--- config.mk ---
export PLATFORM = sky130hd
export DESIGN_NAME = ps2_scan_ctrl
export DESIGN_NICKNAME = d
export VERILOG_FILES = /design/src/rtl/ps2_scan_ctrl.sv
export SDC_FILE = /design/constraint.sdc
export NUM_CORES = 1
export LEC_CHECK = 0
export CORE_MARGIN = 2
export CORE_UTILIZATION = 49
export CTS_CLUSTER_DIAMETER = 150
export CTS_CLUSTER_SIZE = 40
export DETAILED_ROUTE_END_ITERATION = 8
export PLACE_DENSITY = 0.78
export SYNTH_ARGS = -nofsm -noshare
export SYNTH_HDL_FRONTEND = slang
export SYNTH_SLANG_ARGS = --single-unit
--- constraint.sdc ---
create_clock -name clk -period 2.25 [get_ports clk]
set_input_delay 0.45 -clock clk [delete_from_list [all_inputs] [get_ports clk]]
set_output_delay 0.45 -clock clk [all_outputs]
set_load 0.01 [all_outputs]
--- src/rtl/ps2_scan_ctrl.sv ---
// PS/2 scan-code decoder: pops bytes from a receiver FIFO and turns them into press/release events.
// Define PS2_SCAN_EXT_EN to track E0-prefixed codes on evt_ext; by default E0 is decoded as a plain code.
module ps2_scan_ctrl (
  input  logic       clk,
  input  logic       rst,
  input  logic       ready,
  input  logic [7:0] data,
  input  logic       overflow,
  output logic       nextdata_n,
  output logic       evt_valid,
  input  logic       evt_ready,
  output logic [7:0] evt_code,
  output logic       evt_release,
  output logic       evt_ext,
  output logic [7:0] press_cnt,
  output logic       key_held,
  output logic       clear_seg,
  output logic [3:0] ovf_cnt
);

  localparam logic [7:0] BREAK_CODE = 8'hF0;
  localparam logic [7:0] EXT_CODE   = 8'hE0;
`ifdef PS2_SCAN_EXT_EN
  localparam logic EXT_EN = 1'b1;
`else
  localparam logic EXT_EN = 1'b0;
`endif

  typedef enum logic {S_IDLE = 1'b0, S_POP = 1'b1} state_t;

  state_t     state_reg, state_next;
  logic       nextdata_n_reg, nextdata_n_next;
  logic [7:0] byte_reg, byte_next;
  logic       evt_valid_reg, evt_valid_next;
  logic [7:0] evt_code_reg, evt_code_next;
  logic       evt_release_reg, evt_release_next;
  logic [7:0] press_cnt_reg, press_cnt_next;
  logic       key_held_reg, key_held_next;
  logic [7:0] last_code_reg, last_code_next;
  logic       brk_reg, brk_next;
  logic       clear_seg_reg, clear_seg_next;
  logic [3:0] ovf_cnt_reg, ovf_cnt_next;
  logic       ovf_d_reg;
  logic       ovf_rise;
  logic       load_evt;

  assign ovf_rise = overflow & ~ovf_d_reg;

  always_ff @(posedge clk) begin
    if (rst) begin
      state_reg       <= S_IDLE;
      nextdata_n_reg  <= 1'b1;
      byte_reg        <= 8'h00;
      evt_valid_reg   <= 1'b0;
      evt_code_reg    <= 8'h00;
      evt_release_reg <= 1'b0;
      press_cnt_reg   <= 8'h00;
      key_held_reg    <= 1'b0;
      last_code_reg   <= 8'h00;
      brk_reg         <= 1'b0;
      clear_seg_reg   <= 1'b1;
      ovf_cnt_reg     <= 4'h0;
      ovf_d_reg       <= 1'b0;
    end else begin
      state_reg       <= state_next;
      nextdata_n_reg  <= nextdata_n_next;
      byte_reg        <= byte_next;
      evt_valid_reg   <= evt_valid_next;
      evt_code_reg    <= evt_code_next;
      evt_release_reg <= evt_release_next;
      press_cnt_reg   <= press_cnt_next;
      key_held_reg    <= key_held_next;
      last_code_reg   <= last_code_next;
      brk_reg         <= brk_next;
      clear_seg_reg   <= clear_seg_next;
      ovf_cnt_reg     <= ovf_cnt_next;
      ovf_d_reg       <= overflow;
    end
  end

  always_comb begin
    state_next       = state_reg;
    nextdata_n_next  = 1'b1;
    byte_next        = byte_reg;
    evt_valid_next   = evt_valid_reg;
    evt_code_next    = evt_code_reg;
    evt_release_next = evt_release_reg;
    press_cnt_next   = press_cnt_reg;
    key_held_next    = key_held_reg;
    last_code_next   = last_code_reg;
    brk_next         = brk_reg;
    clear_seg_next   = clear_seg_reg;
    ovf_cnt_next     = ovf_cnt_reg;
    load_evt         = 1'b0;

    // A consumed event drops here; a fresh event loaded below overrides this.
    if (evt_valid_reg && evt_ready) begin
      evt_valid_next = 1'b0;
    end

    unique case (state_reg)
      S_IDLE: begin
        if (ready && (!evt_valid_reg || evt_ready)) begin
          byte_next       = data;
          nextdata_n_next = 1'b0;
          state_next      = S_POP;
        end
      end
      S_POP: begin
        state_next = S_IDLE;
        if (byte_reg == BREAK_CODE) begin
          brk_next = 1'b1;
        end else if (!(EXT_EN && byte_reg == EXT_CODE)) begin
          if (brk_reg) begin
            load_evt         = 1'b1;
            evt_valid_next   = 1'b1;
            evt_code_next    = byte_reg;
            evt_release_next = 1'b1;
            brk_next         = 1'b0;
            clear_seg_next   = 1'b1;
            key_held_next    = 1'b0;
          end else if (!key_held_reg || byte_reg != last_code_reg) begin
            load_evt         = 1'b1;
            evt_valid_next   = 1'b1;
            evt_code_next    = byte_reg;
            evt_release_next = 1'b0;
            press_cnt_next   = press_cnt_reg + 8'd1;
            last_code_next   = byte_reg;
            key_held_next    = 1'b1;
            clear_seg_next   = 1'b0;
          end
        end
      end
    endcase

    // FIFO overflow may have dropped a prefix byte, so forget any pending break.
    if (ovf_rise) begin
      brk_next = 1'b0;
      if (ovf_cnt_reg != 4'hF) begin
        ovf_cnt_next = ovf_cnt_reg + 4'd1;
      end
    end
  end

`ifdef PS2_SCAN_EXT_EN
  logic ext_reg, ext_next;
  logic evt_ext_reg, evt_ext_next;

  // E0 arms the flag, F0 keeps it for the following code, any other byte consumes it.
  always_comb begin
    ext_next     = ext_reg;
    evt_ext_next = evt_ext_reg;
    if (state_reg == S_POP) begin
      if (byte_reg == EXT_CODE) begin
        ext_next = 1'b1;
      end else if (byte_reg != BREAK_CODE) begin
        ext_next = 1'b0;
      end
    end
    if (load_evt) begin
      evt_ext_next = ext_reg;
    end
    if (ovf_rise) begin
      ext_next = 1'b0;
    end
  end

  always_ff @(posedge clk) begin
    if (rst) begin
      ext_reg     <= 1'b0;
      evt_ext_reg <= 1'b0;
    end else begin
      ext_reg     <= ext_next;
      evt_ext_reg <= evt_ext_next;
    end
  end

  assign evt_ext = evt_ext_reg;
`else
  assign evt_ext = 1'b0;
`endif

  assign nextdata_n  = nextdata_n_reg;
  assign evt_valid   = evt_valid_reg;
  assign evt_code    = evt_code_reg;
  assign evt_release = evt_release_reg;
  assign press_cnt   = press_cnt_reg;
  assign key_held    = key_held_reg;
  assign clear_seg   = clear_seg_reg;
  assign ovf_cnt     = ovf_cnt_reg;

endmodule

==> flow_summary.yaml <==
min_path:
  whs_endpoint: "press_cnt[6]"
  hold_depth: 2
  hold_path_class: "flip-flop to flip-flop"
  hold_path_startpoint: "press_cnt[6]"
drt:
  drt-pass1-iter-count: 4
  vias_per_cell: 5.20
  drc_errors: 0
  wl_per_cell_microns: 13.5
  antenna_left: 0
  routed-via-count: 1430
  first_iter_violations: 62
  totalWireLength_microns: 3720
place:
  portBuffers: 37
  dp_hpwl_microns: 2770
  routabilityCongestion: 0.753
  pre_cts_ws_ps: 118
global_route:
  track_usage_pct: 19.8
  grt_pass1_vias: 1452
  grt_first_pass_wirelength_microns: 6290
  grt_max_degree: 44
  grt-ovfl-total: 0
  antenna_found_initial: 0
die:
  pin_count: 39
  die_area_sq_um: 4170
  rows: 21
  die_x_microns: 64.6
  die_y_microns: 64.6
  core-area_sq_um: 3420
  initial_core_util_pct: 52.6
timing:
  whs_ps: 517
  fmax_mhz: 491
  setup_ws_ps: 214
  rsz0062_at_grt: "no"
  hold_viol: 0
  slew_headroom_pct: 63.0
  worst-slew-pin-transition_ps: 554
  slew_viol_final: 0
  setup-violations-final: 0
  period_share_pct: 90.5
  finClkSkew_ps: 13.0
  min_period_ps: 2040
  fin_setup_tns_ps: 0
yosys:
  synth_top_area_share_pct: 49.0
  synth_area_sq_um: 1800
  syn_inst: 180
  synth.largest_area_cell: "dfxtp_1"
  synth_ff_type: "dfxtp_1"
  synth_fp_nets: 195
  async_reset_ff_share_pct: 0
  synth_edf_count: 0
  synthTopCellsByArea: "dfxtp_1 (49%), mux2i_1 (15%), nor2_1 (6.7%), xnor2_1 (4.4%), a21oi_1 (2.2%)"
  ys_ff_latch: 44
  yosysUniqueCellTypes: 33
  ys_seq_area_share_pct: 49.0
  yosysWarnings: 0
  synth_area_per_cell_sq_um: 9.98
worst_setup_path:
  cp.arrival_ps: 2320
  required_ps: 2530
  critPathKind: "flip-flop to flip-flop"
  slowest_delay_ps: 540
  reg2regPathDepth: 7
  cp_slowest_cell: "or4_1"
  crit-reg2reg-launch: "byte_reg[4]"
  startpoint: "byte_reg[4]"
  r2r-end: "press_cnt[7]"
  cp-end-kind: "flip-flop"
  timing.critical_path.mode_cell: "buf_4"
  reg2reg_slack_ps: 210
  crit_chain: "buf_4 > nor4b_1 > buf_4 > a211oi_2 > o31ai_4 > or4_1 > a21oi_1"
  critPathMaxFanout: 15
  start_kind: "flip-flop"
power_and_ir_drop:
  ir_worst_vdd_v: 0.000529
  p_int_mw: 1.20
  switching_share_pct: 23.9
  p_leak_nw: 0.983
  pwr-share-comb_pct: 14.6
  p_sw_mw: 0.377
  seqPwrFrac_pct: 52.8
  p_per_area_nw_per_um2: 660
  power.total_mw: 1.57
  power_frac_clock_pct: 32.6
clock_tree:
  cts_setup_buffers: 0
  tritoncts: "built"
  htree_levels: 2
  cts_resized: 0
  holdBufCountCts: 0
  cts_num_sinks: 44
  clkTransAtPathRegs_ps: 130
  root_buffer: "clkbuf_4"
  numCtsBuffers: 5
  clk_latency_ps: 360
  clockBufferDepth: 2
finish:
  area_growth_syn_to_layout_pct: 32.7
  final_common_cell: "dfxtp_1"
  fillers: 272
  layout_common_cells: "dfxtp_1 (44), clkdlybuf4s50_1 (37), nor2_1 (32), mux2i_1 (27), buf_4 (14)"
  num-nets-final: 243
  post_route_cells_drive_above_1_share_pct: 11.8
  n_antenna_cell: 0
run:
  cap_viol_max_count: 0
outcome:
  outcome: "completed"
[cells in the mapped netlist (3+ instances only)]
| cell type | n |
|---|---|
| a21oi_1 | 8 |
| dfxtp_1 | 44 |
| xnor2_1 | 9 |
| nor2_1 | 32 |
| nand4_1 | 3 |
| or4_1 | 3 |
| mux2i_1 | 27 |
| inv_1 | 4 |
| xor2_1 | 3 |
| or3_1 | 3 |
| nand3_1 | 5 |
| clkbuf_1 | 7 |
| nand2_1 | 4 |
| o31ai_1 | 4 |
[per-layer routing]
| metal | vias to the layer above | wire length (microns) | track usage, % | part of all wire (%) |
|---|---|---|---|---|
| li1 | 719 | - | - | - |
| met1 | 670 | 1550 | 20.9 | 42 |
| met5 | - | 0 | 0 | 0 |
| met2 | 31 | 1940 | 36.1 | 52 |
| met3 | 10 | 139 | 5.73 | 3.7 |
| met4 | 0 | 92 | 9.31 | 2.5 |
[worst max-delay path by stage]
stage	depth (start not counted)	slack, ps	endpoint
after floorplan	7	600	press_cnt[1]
after global placement	6	200	last_code_reg[4]
after detailed placement	6	120	last_code_reg[7]
after CTS	6	90	last_code_reg[1]
after global routing	7	120	press_cnt[5]
final	7	210	press_cnt[7]
[power by group through the flow]
stage               combinational (mW)  sequential, mW  clock (mW)
floorplan                        0.117           0.856           0
global route                     0.249           0.836       0.566
detailed placement               0.226           0.849           0
finish                           0.230           0.831       0.514
global placement                 0.219           0.847           0
CTS                              0.228           0.831       0.532
[kinds of logic (layout without fill, tap and decap cells)]
kind of cell,Yosys count,after routing,synth area share (%)
simple gates,58,58,15.6
flops,44,44,49.0
mux,27,27,15.0
compound gates,21,21,8.08
buf+inv,15,64,4.80
xor+xnor,12,12,5.85
fa+ha+maj,2,2,1.39
other cells,1,1,0.209
[stage by stage]
stage               cell area, sq um  utilization [%]  std cells
floorplan                       1800                -        180
detailed placement              2290             66.9        267
global route                    2380             69.8        275
CTS                             2380             69.6        275
global placement                2290             66.9        267
finish                          2380             69.8        275
[layout make-up]
class                      count  area (sq um)  area share, %
timing repair buffer          52           495           20.8
multi-input combinational    121           846           35.5
inverter                       4          15.0          0.630
sequential                    44           881           36.9
clock inverter                 2          38.8           1.63
tap                           46          57.6           2.41
clock buffer                   6          51.3           2.15
[critical path: cells and delay by family, from the launching register on]
family	cells	cell delay, ps
simple gates	2	690
compound gates	3	650
buf+inv	2	290
flops	1	340
Note: power is estimated with default switching activity, not from simulation.
